`config.mk`:
```
export PLATFORM = sky130hd
export DESIGN_NAME = hls_macc_initiator
export DESIGN_NICKNAME = d
export VERILOG_FILES = /design/src/rtl/hls_macc_initiator.sv
export SDC_FILE = /design/constraint.sdc
export NUM_CORES = 1
export LEC_CHECK = 0
export CAP_MARGIN = 15
export CELL_PAD_IN_SITES_DETAIL_PLACEMENT = 0
export CELL_PAD_IN_SITES_GLOBAL_PLACEMENT = 1
export CORE_AREA = 3 3 330 332
export CTS_BUF_LIST = sky130_fd_sc_hd__clkbuf_4
export DETAILED_ROUTE_END_ITERATION = 7
export DIE_AREA = 0 0 333 335
export PLACE_DENSITY_LB_ADDON = 0.3
export SLEW_MARGIN = 15
export SYNTH_ARGS = -nofsm -noshare
export SYNTH_HDL_FRONTEND = slang
export SYNTH_SLANG_ARGS = --single-unit
```
`constraint.sdc`:
```
create_clock -name ap_clk -period 2.2 [get_ports ap_clk]
set_input_delay 0.44 -clock ap_clk [delete_from_list [all_inputs] [get_ports ap_clk]]
set_output_delay 0.44 -clock ap_clk [all_outputs]
set_load 0.1 [all_outputs]
```
`src/rtl/hls_macc_initiator.sv`:
```
// hls_macc_initiator
// ------------------
// Master side of the ap_ctrl_hs handshake for one key-locked HLS MACC core.
// It takes one 10-operand job from the host, holds the operands on in1..in10,
// pulses the core with ap_start and collects out1..out3 on their ap_vld strobes.
// The results go back to the host with a status code. A core with a wrong
// locking key shows up as a status error or a timeout, never as a hang.
//
// Ports
//   ap_clk, ap_rst_n             clock (rising edge), asynchronous active-low reset
//   job_valid/job_ready/job_data job port; in1 = job_data[DATA_W-1:0], in10 = top slice
//   ap_start/ap_done/ap_idle/ap_ready   ap_ctrl_hs control to/from the core
//   in1..in10                    operand registers to the core
//   out1..out3, outK_ap_vld      core results and their strobes
//   res_valid/res_ready          result port
//   res_out1..3, res_status      captured results; status 00 ok, 01 missing vld, 10 timeout
//   err_count                    saturating count of non-ok jobs
//   core_idle                    registered copy of ap_idle
//   dbg_state                    current FSM state (0 IDLE, 1 WAIT, 2 RESP)
//
// Handshake rule for both host ports: a transfer happens on a rising edge where
// valid and ready are both 1; the offering side holds its data stable while
// valid is 1 and ready is 0.

module hls_macc_initiator #(
  parameter int DATA_W         = 32,
  parameter int TIMEOUT_CYCLES = 64,
  parameter int CNT_W          = 8
) (
  input  logic                  ap_clk,
  input  logic                  ap_rst_n,
  input  logic                  job_valid,
  output logic                  job_ready,
  input  logic [10*DATA_W-1:0]  job_data,
  output logic                  ap_start,
  input  logic                  ap_done,
  input  logic                  ap_idle,
  input  logic                  ap_ready,
  output logic [DATA_W-1:0]     in1,
  output logic [DATA_W-1:0]     in2,
  output logic [DATA_W-1:0]     in3,
  output logic [DATA_W-1:0]     in4,
  output logic [DATA_W-1:0]     in5,
  output logic [DATA_W-1:0]     in6,
  output logic [DATA_W-1:0]     in7,
  output logic [DATA_W-1:0]     in8,
  output logic [DATA_W-1:0]     in9,
  output logic [DATA_W-1:0]     in10,
  input  logic [DATA_W-1:0]     out1,
  input  logic [DATA_W-1:0]     out2,
  input  logic [DATA_W-1:0]     out3,
  input  logic                  out1_ap_vld,
  input  logic                  out2_ap_vld,
  input  logic                  out3_ap_vld,
  output logic                  res_valid,
  input  logic                  res_ready,
  output logic [DATA_W-1:0]     res_out1,
  output logic [DATA_W-1:0]     res_out2,
  output logic [DATA_W-1:0]     res_out3,
  output logic [1:0]            res_status,
  output logic [CNT_W-1:0]      err_count,
  output logic                  core_idle,
  output logic [1:0]            dbg_state
);

  typedef enum logic [1:0] {
    S_IDLE = 2'd0,
    S_WAIT = 2'd1,
    S_RESP = 2'd2
  } state_t;

  localparam logic [1:0] ST_OK      = 2'b00;
  localparam logic [1:0] ST_MISSING = 2'b01;
  localparam logic [1:0] ST_TIMEOUT = 2'b10;

  localparam int TMR_W = (TIMEOUT_CYCLES > 2) ? $clog2(TIMEOUT_CYCLES) : 1;
  localparam logic [TMR_W-1:0] TMR_LAST = TMR_W'(TIMEOUT_CYCLES - 1);

  state_t               r_state;
  logic [10*DATA_W-1:0] r_ops;
  logic [2:0]           r_got;
  logic [TMR_W-1:0]     r_timer;
  logic                 r_ap_start;
  logic                 r_res_valid;
  logic [DATA_W-1:0]    r_res_out1;
  logic [DATA_W-1:0]    r_res_out2;
  logic [DATA_W-1:0]    r_res_out3;
  logic [1:0]           r_res_status;
  logic [CNT_W-1:0]     r_err_count;
  logic                 r_core_idle;

  logic                 w_done;
  logic [2:0]           w_got_all;
  logic                 w_all_vld;
  logic                 w_timeout;
  logic [CNT_W-1:0]     w_err_next;

  // ap_ready is accepted as a completion on its own; a core may raise either.
  assign w_done    = ap_done | ap_ready;
  // A strobe in the same cycle as ap_done still counts towards the result.
  assign w_got_all = r_got | {out3_ap_vld, out2_ap_vld, out1_ap_vld};
  assign w_all_vld = &w_got_all;
  assign w_timeout = (r_timer == TMR_LAST);
  assign w_err_next = (r_err_count == {CNT_W{1'b1}}) ? r_err_count
                                                      : r_err_count + 1'b1;

  always_ff @(posedge ap_clk or negedge ap_rst_n) begin
    if (!ap_rst_n) begin
      r_state      <= S_IDLE;
      r_ops        <= '0;
      r_got        <= '0;
      r_timer      <= '0;
      r_ap_start   <= 1'b0;
      r_res_valid  <= 1'b0;
      r_res_out1   <= '0;
      r_res_out2   <= '0;
      r_res_out3   <= '0;
      r_res_status <= ST_OK;
      r_err_count  <= '0;
      r_core_idle  <= 1'b0;
    end else begin
      r_core_idle <= ap_idle;
      case (r_state)
        S_IDLE: begin
          if (job_valid) begin
            r_ops      <= job_data;
            r_got      <= '0;
            r_timer    <= '0;
            r_ap_start <= 1'b1;
            r_state    <= S_WAIT;
          end
        end
        S_WAIT: begin
          if (out1_ap_vld) r_res_out1 <= out1;
          if (out2_ap_vld) r_res_out2 <= out2;
          if (out3_ap_vld) r_res_out3 <= out3;
          r_got <= w_got_all;
          if (w_done) begin
            // Dropping ap_start here lets the core fall back to its idle
            // state without starting a second run.
            r_ap_start   <= 1'b0;
            r_res_valid  <= 1'b1;
            r_res_status <= w_all_vld ? ST_OK : ST_MISSING;
            if (!w_all_vld) r_err_count <= w_err_next;
            r_state      <= S_RESP;
          end else if (w_timeout) begin
            r_ap_start   <= 1'b0;
            r_res_valid  <= 1'b1;
            r_res_status <= ST_TIMEOUT;
            r_err_count  <= w_err_next;
            r_state      <= S_RESP;
          end else begin
            r_timer <= r_timer + 1'b1;
          end
        end
        S_RESP: begin
          if (res_ready) begin
            r_res_valid <= 1'b0;
            r_state     <= S_IDLE;
          end
        end
        default: begin
          r_ap_start  <= 1'b0;
          r_res_valid <= 1'b0;
          r_state     <= S_IDLE;
        end
      endcase
    end
  end

  // Ready is a decode of the state so it is up in the first cycle after reset
  // release, but held low while reset is asserted.
  assign job_ready  = ap_rst_n & (r_state == S_IDLE);
  assign ap_start   = r_ap_start;
  assign res_valid  = r_res_valid;
  assign res_out1   = r_res_out1;
  assign res_out2   = r_res_out2;
  assign res_out3   = r_res_out3;
  assign res_status = r_res_status;
  assign err_count  = r_err_count;
  assign core_idle  = r_core_idle;
  assign dbg_state  = r_state;

  assign in1  = r_ops[0*DATA_W +: DATA_W];
  assign in2  = r_ops[1*DATA_W +: DATA_W];
  assign in3  = r_ops[2*DATA_W +: DATA_W];
  assign in4  = r_ops[3*DATA_W +: DATA_W];
  assign in5  = r_ops[4*DATA_W +: DATA_W];
  assign in6  = r_ops[5*DATA_W +: DATA_W];
  assign in7  = r_ops[6*DATA_W +: DATA_W];
  assign in8  = r_ops[7*DATA_W +: DATA_W];
  assign in9  = r_ops[8*DATA_W +: DATA_W];
  assign in10 = r_ops[9*DATA_W +: DATA_W];

endmodule

```
==> impl_metrics.json <==
{
  "crit_end": "job_ready",
  "dr_wl_met3_mm": 5.39,
  "worst_r2r_path_depth": 5,
  "tightest_slew_ps": 843,
  "grt_usage_pct": 13.0,
  "synth_top_area_share_pct": 66.3,
  "netlist_instances": 1667,
  "dpl.hpwl_mm": 51.9,
  "ant_nets": 0,
  "rsz0062_at_grt": "true",
  "viasPerCell": 3.66,
  "cts-root-buf": "clkbuf_4",
  "final_hold_viol_count": 0,
  "drt-pass1-iter-count": 4,
  "grt_pass1_wl_mm": 112,
  "clock-sinks": 440,
  "worst_ep_required_time_ps": 1760,
  "synthArstFlopShare_pct": 100,
  "fin_nets": 3541,
  "cp-start-kind": "flop",
  "cp_max_fo": 3,
  "crit_buf_inv": 1,
  "remaining_drc_errors": 0,
  "routedWlPerCell_um": 15.9,
  "dieArea_um2": 112000,
  "drt-met1-wl_mm": 26.3,
  "ys_top_cells_by_area": "dfrtp_1, nand2_1, mux2_1, buf_2, clkbuf_1",
  "numCtsBuffers": 138,
  "synth.distinct_cells": 34,
  "ys_ff_latch": 440,
  "synth.yosys.seq_area_share_pct": 66.3,
  "cpPeakStageDelay_ps": 420,
  "initial_core_util_pct": 15.6,
  "clk_pin_slew_ps": 60,
  "cap_viol_max_count": 0,
  "r2r_setup_slack_ps": 250,
  "fin_util_pct": 34.7,
  "die_y_um": 335,
  "hold_class": "in -> async",
  "failed_checks": "negative setup slack",
  "slew_headroom_pct": 43.6,
  "cp-end-kind": "primary output",
  "cp_top_family": "flip-flops",
  "mostFrequentLayoutCells": "nand2_1, clkdlybuf4s50_1, dfrtp_1, dlygate4sd3_1, buf_12",
  "yosysWarnings": 0,
  "synthToLayoutAreaGrowth_pct": 123,
  "grt_remaining_overflow": 0,
  "path_cells": "nor2_4, and2_4, buf_12",
  "antenna_found_initial": 1,
  "slowest_stage": "dfrtp_2",
  "outcome": "complete, but fails checks",
  "startpoint": "dbg_state[1]",
  "tns_ps": -51.4,
  "maxUsedRoutingLayer": "met4",
  "synth_flop_cell": "dfrtp_1",
  "drtIter0Drc": 425,
  "period_share_pct": 102,
  "vias": 16800,
  "io_pins": 858,
  "gp_routability_congestion": 0.758,
  "period_needed_ps": 2250,
  "grt_max_degree": 119,
  "dieWidth_um": 333,
  "final_common_cell": "nand2_1",
  "grt_pass1_vias": 18900,
  "arrival_ps": 1810,
  "syn_area_um2": 16600,
  "cts_tree": "done",
  "drv_slew": 0,
  "syn_area_per_cell_um2": 9.97,
  "r2r-end": "r_timer[3]",
  "skew_ps": 41.0,
  "synth_edf_count": 0,
  "wl_met2_mm": 38.4,
  "syn_nets": 2095,
  "crit_cells": 3,
  "path_class": "reg -> out",
  "setup_viol": 1,
  "cts.htree.levels": 4,
  "io_buffers": 857,
  "max_freq_mhz": 444,
  "r2r-start": "r_timer[0]",
  "drive_gt1_share_pct": 24.1,
  "rows": 120,
  "core_um2": 107000,
  "finalWorstSetupSlack_ps": -51.4,
  "place_ws_ps": 58.9,
  "cts_buffer_depth": 3,
  "wl_mm": 73.0,
  "yosysTopAreaCell": "dfrtp_1",
  "clk_latency_ps": 930
}
-- tightest hold or removal path: cells and delay by family --
family / cells / cell delay, ps
buf+inv: 4 / 1080
-- sequential cells by signal (all words and copies together) (netlist names) --
name        count
dbg_state       2
res_status      2
res_valid       1
r_ops         320
err_count       8
ap_start        1
res_out2       32
res_out3       32
res_out1       32
r_got           3
r_timer         6
core_idle       1
-- routing by layer --
metal	global-route usage (%)	up-vias
met5	0	-
met4	6.34	0
met3	4.57	155
met2	23.5	600
met1	13.4	7920
li1	-	8118
-- through the flow --
| stage | area (um2) | cells | hold WS, ps |
|---|---|---|---|
| final | 37000 | 4584 | 224 |
| after detailed placement | 26300 | 3910 | 308 |
| after floorplan | 16600 | 1667 | 144 |
| after global placement | 26300 | 3910 | 307 |
| after global routing | 37000 | 4584 | 50.6 |
| after CTS | 36900 | 4570 | 6.68 |
-- cell families after synthesis --
| logic type | synth area share [%] |
|---|---|
| muxes | 6.57 |
| buffers and inverters | 2.26 |
| AOI/OAI and AO/OA | 1.14 |
| DFF | 66.3 |
| adders and majority gates | 0.151 |
| xor gates and xnor gates | 0.422 |
| and+or+nand+nor | 23.2 |
-- timing repair --
| item | CTS | global route |
|---|---|---|
| buffers inserted | 31 | 15 |
| hold endpoints to repair | 859 | 0 |
| gates resized for setup | 1106 | 9 |
| hold buffers | 422 | 0 |
| setup endpoints to repair | 432 | 68 |
| pin swaps | 1 | 2 |
-- cell type report --
type,instances,area (um2)
Inverter,3,11.3
Clock inverter,27,268
Clock buffer,180,1350
Multi-Input combinational cell,1141,5250
Fill cell,10800,69600
Sequential cell,440,11000
Antenna cell,1,2.50
Timing Repair Buffer,1389,17300
Tap cell,1403,1760
-- how the worst min path moves through the flow --
| stage | start | end | depth (start not counted) |
|---|---|---|---|
| 6_report | ap_rst_n | res_out3[30] | 4 |
| 5_1_grt | out1[28] | res_out1[28] | 2 |
| 4_1_cts | out1[28] | res_out1[28] | 2 |
| 3_5_place_dp | ap_rst_n | r_ops[248] | 1 |
| 3_3_place_gp | ap_rst_n | r_ops[248] | 1 |
| 2_1_floorplan | ap_rst_n | ap_start | 0 |
-- Yosys cell counts, types with 2 or more instances --
cell type / n
nor3b_1: 2
and2_1: 3
inv_1: 3
a211o_1: 2
mux2_1: 97
nand4_1: 3
a21oi_1: 6
buf_1: 3
o22ai_1: 2
nor2_1: 10
o2bb2ai_1: 2
clkbuf_1: 43
nand3_1: 9
ha_1: 2
dfrtp_1: 440
nor4_1: 5
o21ai_0: 7
buf_2: 36
nand2_1: 970
xor2_1: 8
Power is not shown: default switching activity piles up to over one toggle a cycle in this logic, so the estimate is an artifact.
